**src/rtl/pes_traffic_pkg.sv**
```systemverilog
// pes_traffic_pkg: light encodings and farm-sensor FSM states shared with pes_traffic
package pes_traffic_pkg;
  localparam logic [2:0] LIGHT_RED    = 3'b100;
  localparam logic [2:0] LIGHT_YELLOW = 3'b010;
  localparam logic [2:0] LIGHT_GREEN  = 3'b001;
  localparam logic [1:0] S_IDLE    = 2'd0;
  localparam logic [1:0] S_WAITING = 2'd1;
  localparam logic [1:0] S_PASSING = 2'd2;
  function automatic logic light_valid(input logic [2:0] l);
    return l == LIGHT_RED || l == LIGHT_YELLOW || l == LIGHT_GREEN;
  endfunction
endpackage

```
**src/rtl/pes_farm_sensor_if.sv**
```systemverilog
// pes_farm_sensor_if: loop/light inputs and vehicle-queue outputs of the farm sensor
interface pes_farm_sensor_if #(parameter int CNT_W = 4);
  logic             loop_raw;
  logic [2:0]       light_farm;
  logic             sensor;
  logic [CNT_W-1:0] car_count;
  logic             arrival_pulse;
  logic             overflow;
  logic             light_err;
  modport master (output loop_raw, light_farm,
                  input  sensor, car_count, arrival_pulse, overflow, light_err);
  modport slave  (input  loop_raw, light_farm,
                  output sensor, car_count, arrival_pulse, overflow, light_err);
endinterface

```
**src/rtl/pes_debounce.sv**
```systemverilog
// pes_debounce: 2-flop synchronizer plus stability counter; rise flags the edge where dout goes high
module pes_debounce #(
  parameter int DEBOUNCE_CYCLES = 4
) (
  input  logic clk,
  input  logic rst_n,
  input  logic din,
  output logic dout,
  output logic rise
);
  localparam int CW = DEBOUNCE_CYCLES > 1 ? $clog2(DEBOUNCE_CYCLES) : 1;
  logic          r_sync1, r_sync2, r_clean;
  logic [CW-1:0] r_cnt;
  logic          w_diff, w_flip;
  assign w_diff = r_sync2 != r_clean;
  assign w_flip = w_diff && r_cnt == CW'(DEBOUNCE_CYCLES - 1);
  // rise is asserted in the cycle before the clean level rises so the owner can register it
  assign rise   = w_flip && r_sync2;
  assign dout   = r_clean;
  always_ff @(posedge clk or negedge rst_n) begin
    if (!rst_n) begin
      r_sync1 <= 1'b0;
      r_sync2 <= 1'b0;
      r_clean <= 1'b0;
      r_cnt   <= '0;
    end else begin
      r_sync1 <= din;
      r_sync2 <= r_sync1;
      r_clean <= w_flip ? r_sync2 : r_clean;
      r_cnt   <= (w_diff && !w_flip) ? r_cnt + 1'b1 : '0;
    end
  end
endmodule

```
**src/rtl/pes_farm_sensor.sv**
```systemverilog
// pes_farm_sensor: debounced farm-road vehicle queue, retired while the farm light is green
module pes_farm_sensor import pes_traffic_pkg::*; #(
  parameter int DEBOUNCE_CYCLES = 4,
  parameter int CNT_W           = 4,
  parameter int PASS_CYCLES     = 8
) (
  input  logic               clk,
  input  logic               rst_n,
  pes_farm_sensor_if.slave   bus
);
  localparam int TW = PASS_CYCLES > 1 ? $clog2(PASS_CYCLES) : 1;
  localparam logic [CNT_W-1:0] CNT_MAX = '1;
  logic             w_rise, w_loop_unused, w_green, w_active, w_dep, w_sat_arr;
  logic [1:0]       r_state, w_state_nx;
  logic [CNT_W-1:0] r_count, w_count_nx;
  logic [TW-1:0]    r_timer, w_timer_nx;
  logic             r_arrival, r_overflow, r_light_err;
  pes_debounce #(.DEBOUNCE_CYCLES(DEBOUNCE_CYCLES)) u_debounce (
    .clk  (clk),
    .rst_n(rst_n),
    .din  (bus.loop_raw),
    .dout (w_loop_unused),
    .rise (w_rise)
  );
  // green time accrues only while someone waits; any non-green light restarts it
  always_comb begin
    w_green    = bus.light_farm == LIGHT_GREEN;
    w_active   = r_state != S_IDLE && w_green && r_count != '0;
    w_dep      = w_active && r_timer == TW'(PASS_CYCLES - 1);
    w_sat_arr  = w_rise && !w_dep && r_count == CNT_MAX;
    w_timer_nx = (w_active && !w_dep) ? r_timer + 1'b1 : '0;
    w_count_nx = (w_rise && !w_dep && r_count != CNT_MAX) ? r_count + 1'b1 :
                 (w_dep && !w_rise) ? r_count - 1'b1 : r_count;
    w_state_nx = w_count_nx == '0 ? S_IDLE :
                 r_state == S_IDLE ? S_WAITING :
                 w_green ? S_PASSING : S_WAITING;
  end
  always_ff @(posedge clk or negedge rst_n) begin
    if (!rst_n) begin
      r_state     <= S_IDLE;
      r_count     <= '0;
      r_timer     <= '0;
      r_arrival   <= 1'b0;
      r_overflow  <= 1'b0;
      r_light_err <= 1'b0;
    end else begin
      r_state     <= w_state_nx;
      r_count     <= w_count_nx;
      r_timer     <= w_timer_nx;
      r_arrival   <= w_rise;
      r_overflow  <= r_overflow | w_sat_arr;
      r_light_err <= !light_valid(bus.light_farm);
    end
  end
  assign bus.sensor        = r_count != '0;
  assign bus.car_count     = r_count;
  assign bus.arrival_pulse = r_arrival;
  assign bus.overflow      = r_overflow;
  assign bus.light_err     = r_light_err;
endmodule

```
**src/flat_wrapper.sv**
```systemverilog
// flat-port wrapper written by rule: the top's interface ports become plain ports
module pes_farm_sensor_flat import pes_traffic_pkg::*;
#(
  parameter int DEBOUNCE_CYCLES = 4,
  parameter int CNT_W           = 4,
  parameter int PASS_CYCLES     = 8
)
  (clk, rst_n, bus_loop_raw, bus_light_farm, bus_sensor, bus_car_count, bus_arrival_pulse, bus_overflow, bus_light_err);
  pes_farm_sensor_if #(.CNT_W(CNT_W)) bus_i ();
  input  logic clk;
  input  logic rst_n;
  input wire logic [$bits(bus_i.loop_raw)-1:0] bus_loop_raw;
  input wire logic [$bits(bus_i.light_farm)-1:0] bus_light_farm;
  output wire logic [$bits(bus_i.sensor)-1:0] bus_sensor;
  output wire logic [$bits(bus_i.car_count)-1:0] bus_car_count;
  output wire logic [$bits(bus_i.arrival_pulse)-1:0] bus_arrival_pulse;
  output wire logic [$bits(bus_i.overflow)-1:0] bus_overflow;
  output wire logic [$bits(bus_i.light_err)-1:0] bus_light_err;
  assign bus_i.loop_raw = bus_loop_raw;
  assign bus_i.light_farm = bus_light_farm;
  assign bus_sensor = bus_i.sensor;
  assign bus_car_count = bus_i.car_count;
  assign bus_arrival_pulse = bus_i.arrival_pulse;
  assign bus_overflow = bus_i.overflow;
  assign bus_light_err = bus_i.light_err;
  pes_farm_sensor #(.DEBOUNCE_CYCLES(DEBOUNCE_CYCLES), .CNT_W(CNT_W), .PASS_CYCLES(PASS_CYCLES)) u_core (.clk(clk), .rst_n(rst_n), .bus(bus_i));
endmodule
```
**config.mk**
```make
export PLATFORM = sky130hd
export DESIGN_NAME = pes_farm_sensor_flat
export DESIGN_NICKNAME = d
export VERILOG_FILES = /design/src/rtl/pes_traffic_pkg.sv /design/src/rtl/pes_farm_sensor_if.sv /design/src/rtl/pes_debounce.sv /design/src/rtl/pes_farm_sensor.sv /design/src/flat_wrapper.sv
export SDC_FILE = /design/constraint.sdc
export NUM_CORES = 1
export LEC_CHECK = 0
export BUFFER_PORTS_ARGS = -buffer_cell sky130_fd_sc_hd__buf_2
export CAP_MARGIN = 20
export CORE_UTILIZATION = 55
export CTS_BUF_LIST = sky130_fd_sc_hd__clkbuf_16
export DETAILED_ROUTE_END_ITERATION = 6
export PLACE_DENSITY = 0.89
export SETUP_SLACK_MARGIN = 0.05
export SLEW_MARGIN = 5
export SYNTH_ARGS = -nofsm -noshare
export SYNTH_HDL_FRONTEND = slang
export SYNTH_SLANG_ARGS = --single-unit
```
**constraint.sdc**
```tcl
create_clock -name clk -period 4.68 [get_ports clk]
set_input_delay 0.468 -clock clk [delete_from_list [all_inputs] [get_ports clk]]
set_output_delay 0.468 -clock clk [all_outputs]
set_load 0.02 [all_outputs]
```
# Yosys cells after proc, flatten, opt, wreduce, memory -nomap -nowiden
# Index checks and enable logic that the tools add are counted.
# word_totals
ramBits,0
mem_bits_ro,0
output_inout_bits,8
wordCells,51
ff_bits,17
in_bits,6
latchBits,0
n_memories,0
# op_classes
mul,0
div_mod_pow,0
addsub,4
magnitude_cmp,0
n_eq_ne,8
n_reduce_logical,21
n_mux,7
bitwise,1
n_shift,0
# op_table
op,count
$logic_and A1 B1 Y1,11
$mux W2,4
$mux W4,2
$eq A3 B3 Y1 const B,2
$add A4 B1 Y4 const B,1
$eq A4 B4 Y1 const B,1
$logic_not A1 Y1,4
$logic_not A4 Y1,1
$ne A4 B4 Y1 const B,1
$reduce_bool A4 Y1,1
$sub A4 B1 Y4 const B,1
$add A3 B1 Y3 const B,1
$eq A3 B1 Y1 const B,1
$eq A3 B2 Y1 const B,1
$mux W3,1
$add A2 B1 Y2 const B,1
$eq A2 B2 Y1 const B,1
$logic_not A2 Y1,1
$logic_or A1 B1 Y1,2
$reduce_bool A2 Y1,1
$ne A1 B1 Y1,1
$or A1 B1 Y1,1

# Longest topological paths before layout
# depth
word_depth,10
ltp_mapped,7
mapped_depth_nobuf,7

# Modules after synthesis
# A second synthesis with hierarchy kept.
# unflattened
cells_unflattened,81
area_unflattened_um2,898.4
# by_module_without_submodules
mod,area_each_um2,instances,cells_each
pes_farm_sensor,718.2,1,68
pes_debounce,180.2,1,13

# Least setup slack after synthesis
# Ideal clock, no wire load.
# synth_timing
path_kind,reg2reg
start,"reg u_core.r_count[0], in the netlist u_core.bus.car_count[0]"
end,reg u_core.r_state[0]
arrival_time_ns,1.899
setup_ns,0.139
stages_incl_launch_ff,8
n_path_buf,0
slack_ns,2.642
required_time_ns,4.541
path_cell_list,dfrtp_1 inv_1 ha_1 or3b_4 nand4b_4 mux2i_1 xor2_1 a31oi_1
# synth_via
elab_chain_len,9
# synth_lines
item,line,rtl
start: declaration,pes_farm_sensor.sv:15,"logic [CNT_W-1:0] r_count, w_count_nx;"
start signal: assignment,pes_farm_sensor.sv:48,r_count <= w_count_nx;
$reduce_bool A4 Y1 *,-,
via bus_sensor,flat_wrapper.sv:14,output wire logic [$bits(bus_i.sensor)-1:0] bus_sensor;
$logic_and A1 B1 Y1 *,pes_farm_sensor.sv:28,w_active = r_state != S_IDLE && w_green && r_count != '0;
$logic_and A1 B1 Y1 *,pes_farm_sensor.sv:29,w_dep = w_active && r_timer == TW'(PASS_CYCLES - 1);
$logic_not A1 Y1,pes_farm_sensor.sv:32,w_count_nx = (w_rise && !w_dep && r_count != CNT_MAX) ? r_count + 1'b1 :
$logic_and A1 B1 Y1 (2 in a row),pes_farm_sensor.sv:32,
$mux W4 *,pes_farm_sensor.sv:32,
$logic_not A4 Y1 *,pes_farm_sensor.sv:34,w_state_nx = w_count_nx == '0 ? S_IDLE :
$mux W2 *,pes_farm_sensor.sv:34,
via u_core.w_state_nx[0],pes_farm_sensor.sv:14,"logic [1:0] r_state, w_state_nx;"
end signal: assignment,pes_farm_sensor.sv:47,r_state <= w_state_nx;
end: declaration,pes_farm_sensor.sv:14,
# Mark *: on every way through the listed nets, which the timed path passes. The rest lies on a longest branch.
# A chain may end at the register's enable or synchronous reset.

# Worst setup path after layout
# layout_timing
start,"reg u_core.r_count[0], in the netlist u_core.bus.car_count[0]"
end,reg u_core.r_state[0]
# layout_via
elab_chain_len,9
# layout_lines
item,line
"parallel branches: the longest is 6 deep, another holds $sub A4 B1 Y4",-
$mux W4 *,pes_farm_sensor.sv:32
$logic_not A4 Y1 *,pes_farm_sensor.sv:34
$mux W2 *,pes_farm_sensor.sv:34
via u_core.w_state_nx[0],pes_farm_sensor.sv:14
# Mark *: on every way through the listed nets, which the timed path passes.

==> results.sh <==
export IMPL_status="completed"
export IMPL_cts_buffer_depth=2
export IMPL_synth_ff_latch_count=17
export IMPL_first_pass_iters=4
export IMPL_relSlewSlack_pct=75.5
export IMPL_routabilityCongestion=0.846
export IMPL_die_x_um=41.7
export IMPL_cts_sinks=17
export IMPL_postCtsHoldBufs=0
export IMPL_cp_arrival_ns=2.25
export IMPL_drtAntennaViolNets=0
export IMPL_critPathMaxStageDelay_ns=0.44
export IMPL_synth_edff_count=0
export IMPL_yosysWarnings=0
export IMPL_combPwrFrac_pct=30.7
export IMPL_tightest_slew_ns=0.367
export IMPL_timing_final_crit_period_ns=2.14
export IMPL_drv_slew=0
export IMPL_avgSynthCellArea_um2=11.1
export IMPL_slowest_stage="dfrtp_1"
export IMPL_tns_ns=0
export IMPL_synth_area_leader_cell="dfrtp_1"
export IMPL_vias=620
export IMPL_hp_class="input pin to asynchronous set/reset pin"
export IMPL_crit_fanout=10
export IMPL_core_rowCount=13
export IMPL_grt_pass1_wl_mm=2.62
export IMPL_wl_per_cell_um=13.5
export IMPL_die_area_mm2=0.00174
export IMPL_cts_tree="yes"
export IMPL_port_buffers=13
export IMPL_netlist_area_um2=866
export IMPL_post_cts_setup_buffers=0
export IMPL_synthFlopType="dfrtp_1"
export IMPL_drc=0
export IMPL_start_util_pct=62.6
export IMPL_p_per_area_mw_per_mm2=549
export IMPL_crit_family="simple AND/OR/NAND/NOR gates"
export IMPL_coreArea_mm2=0.00138
export IMPL_antenna_found_initial=0
export IMPL_final_area_mm2=0.00102
export IMPL_grt_busiest_layer="met2"
export IMPL_rsz0062_at_grt="no"
export IMPL_cts_root_buffer="clkbuf_16"
export IMPL_switching_share_pct=33.9
export IMPL_place_hpwl_mm=1.06
export IMPL_use_met2_pct=31.3
export IMPL_fmax_ghz=0.467
export IMPL_overflow=0
export IMPL_seq_power_share_pct=39.6
export IMPL_drive_gt1_share_pct=23.4
export IMPL_yosysSeqAreaShare_pct=49.1
export IMPL_grt_use_total_pct=19.7
export IMPL_clk_latency_ns=0.24
export IMPL_die_y_um=41.7
export IMPL_p_int_mw=0.369
export IMPL_fin_util_pct=73.6
export IMPL_met1_usage_pct=25.2
export IMPL_timing_final_crit_share_pct=45.8
export IMPL_pin_count=14
export IMPL_diodes=0
export IMPL_nets=106
export IMPL_worst_slack_ns=2.54
export IMPL_synthCells=78
export IMPL_yosysTopAreaCellShare_pct=49.1
export IMPL_end_kind="flop"
export IMPL_synth_most_common_cell="dfrtp_1"
export IMPL_ys_top_cells_by_area="dfrtp_1 49%, ha_1 7.2%, o21ai_0 3.5%, xnor2_1 3.0%, nand4b_4 2.7%"
export IMPL_critical_path_class="flop to flop"
export IMPL_drt_wl_total_mm=1.47
export IMPL_post_cts_resized=0
export IMPL_setup_viol=0
export IMPL_p_leak_nw=0.510
export IMPL_crit_required_ns=4.79
export IMPL_path_cells="inv_1, ha_1, or3b_4, nand4b_4, mux2i_1, xor2_1, a31oi_1"
export IMPL_switchingPower_mw=0.189
export IMPL_hold_viol=0
export IMPL_critPathLaunchType="flop"
export IMPL_cap_viol_max_count=0
export IMPL_grt_max_degree=18
export IMPL_holdWs_ns=0.131
export IMPL_worst_path_buf_inv=1
export IMPL_area_growth_pct=17.5
export IMPL_cts_inserted_buffers=3
export IMPL_syn_nets=89
export IMPL_clkPwrFrac_pct=29.7
export IMPL_peakVddDrop_v=0.000434
export IMPL_synth_common_cells="17 x dfrtp_1, 6 x o21ai_0, 5 x ha_1, 5 x inv_1, 5 x nand2_1"
export IMPL_vias_per_cell=5.69
export IMPL_dpl_cell_area_um2=938
export IMPL_drt_first_iter_violations=24
export IMPL_grt_pass1_vias=613
export IMPL_yosysUniqueCellTypes=33
export IMPL_skew_ns=0.00280
export IMPL_cts_max_level=1
export IMPL_async_reset_ff_share_pct=100
export IMPL_grt_util_met3_pct=5.65
export IMPL_place_worst_setup_slack_ns=2.53
export IMPL_clkTransAtPathRegs_ns=0.05
-- cells by family after synthesis --
group,synth area share (%)
xor gates and xnor gates,5.06
AOI/OAI and AO/OA,9.68
adders and majority gates,7.23
DFF,49.1
muxes,3.61
buffers and inverters,3.90
and+or+nand+nor,21.4
-- power groups by stage --
stage | clock network, mW | logic, mW | registers, mW
finish | 0.166 | 0.171 | 0.221
global route | 0.175 | 0.186 | 0.226
CTS | 0.168 | 0.171 | 0.220
detailed placement | 0 | 0.171 | 0.221
global placement | 0 | 0.164 | 0.218
floorplan | 0 | 0.119 | 0.230
-- worst paths after layout --
kind                                                           from                                    to  slack [ns]  cells past startpoint
worst min register to register  u_core.u_debounce.r_sync1$_DFF_PN0_   u_core.u_debounce.r_sync2$_DFF_PN0_        0.34                      0
min in group clk                                       bus_loop_raw   u_core.u_debounce.r_sync1$_DFF_PN0_        0.33                      1
worst max register to register    u_core.bus.car_count[0]$_DFF_PN0_           u_core.r_state[0]$_DFF_PN0_        2.54                      7
worst min-delay path                                          rst_n     u_core.bus.car_count[2]$_DFF_PN0_        0.13                      1
worst max-delay path              u_core.bus.car_count[0]$_DFF_PN0_           u_core.r_state[0]$_DFF_PN0_        2.54                      7
max in group asynchronous                                     rst_n  u_core.u_debounce.r_cnt[1]$_DFF_PN0_        4.28                      1
-- flip-flops by register name (all words and copies together) (netlist names) --
signal	flops
u_core.bus.car_count	4
u_core.r_timer	3
u_core.r_state	2
u_core.u_debounce.r_cnt	2
u_core.bus.arrival_pulse	1
u_core.bus.light_err	1
u_core.bus.overflow	1
u_core.u_debounce.dout	1
u_core.u_debounce.r_sync1	1
u_core.u_debounce.r_sync2	1
-- metal layers --
layer  part of all wire (%)  vias to the layer above  wire (um)
met5                      0                        -          0
met4                   0.82                        0         12
met3                    3.7                        2         55
met2                     48                       11        704
met1                     47                      300        694
li1                       -                      307          -
-- through the flow --
stage,power (mW),instances
finish,0.558,109
global route,0.588,109
CTS,0.560,109
detailed placement,0.392,105
global placement,0.383,105
floorplan,0.350,78
-- final cells by class --
| type | instances | area, um2 |
|---|---|---|
| well taps | 15 | 18.8 |
| inverters | 6 | 22.5 |
| clock buffers | 3 | 75.1 |
| multi-input cells | 54 | 407 |
| clock inverters | 1 | 3.75 |
| fillers | 89 | 365 |
| flip-flops and latches | 17 | 425 |
| repair buffers | 13 | 65.1 |
-- cells in the final DEF (no fill, tap or decap), types with 2 or more instances in the layout --
master / n
a21oi_1: 3
a31oi_1: 2
and2_1: 2
buf_2: 13
clkbuf_16: 3
dfrtp_1: 17
ha_1: 5
inv_1: 6
mux2i_1: 2
nand2_1: 5
nand3_1: 2
nor2_1: 3
nor3_1: 2
o21ai_0: 6
xnor2_1: 3
xor2_1: 2
Note: power is estimated with default switching activity, not from simulation.
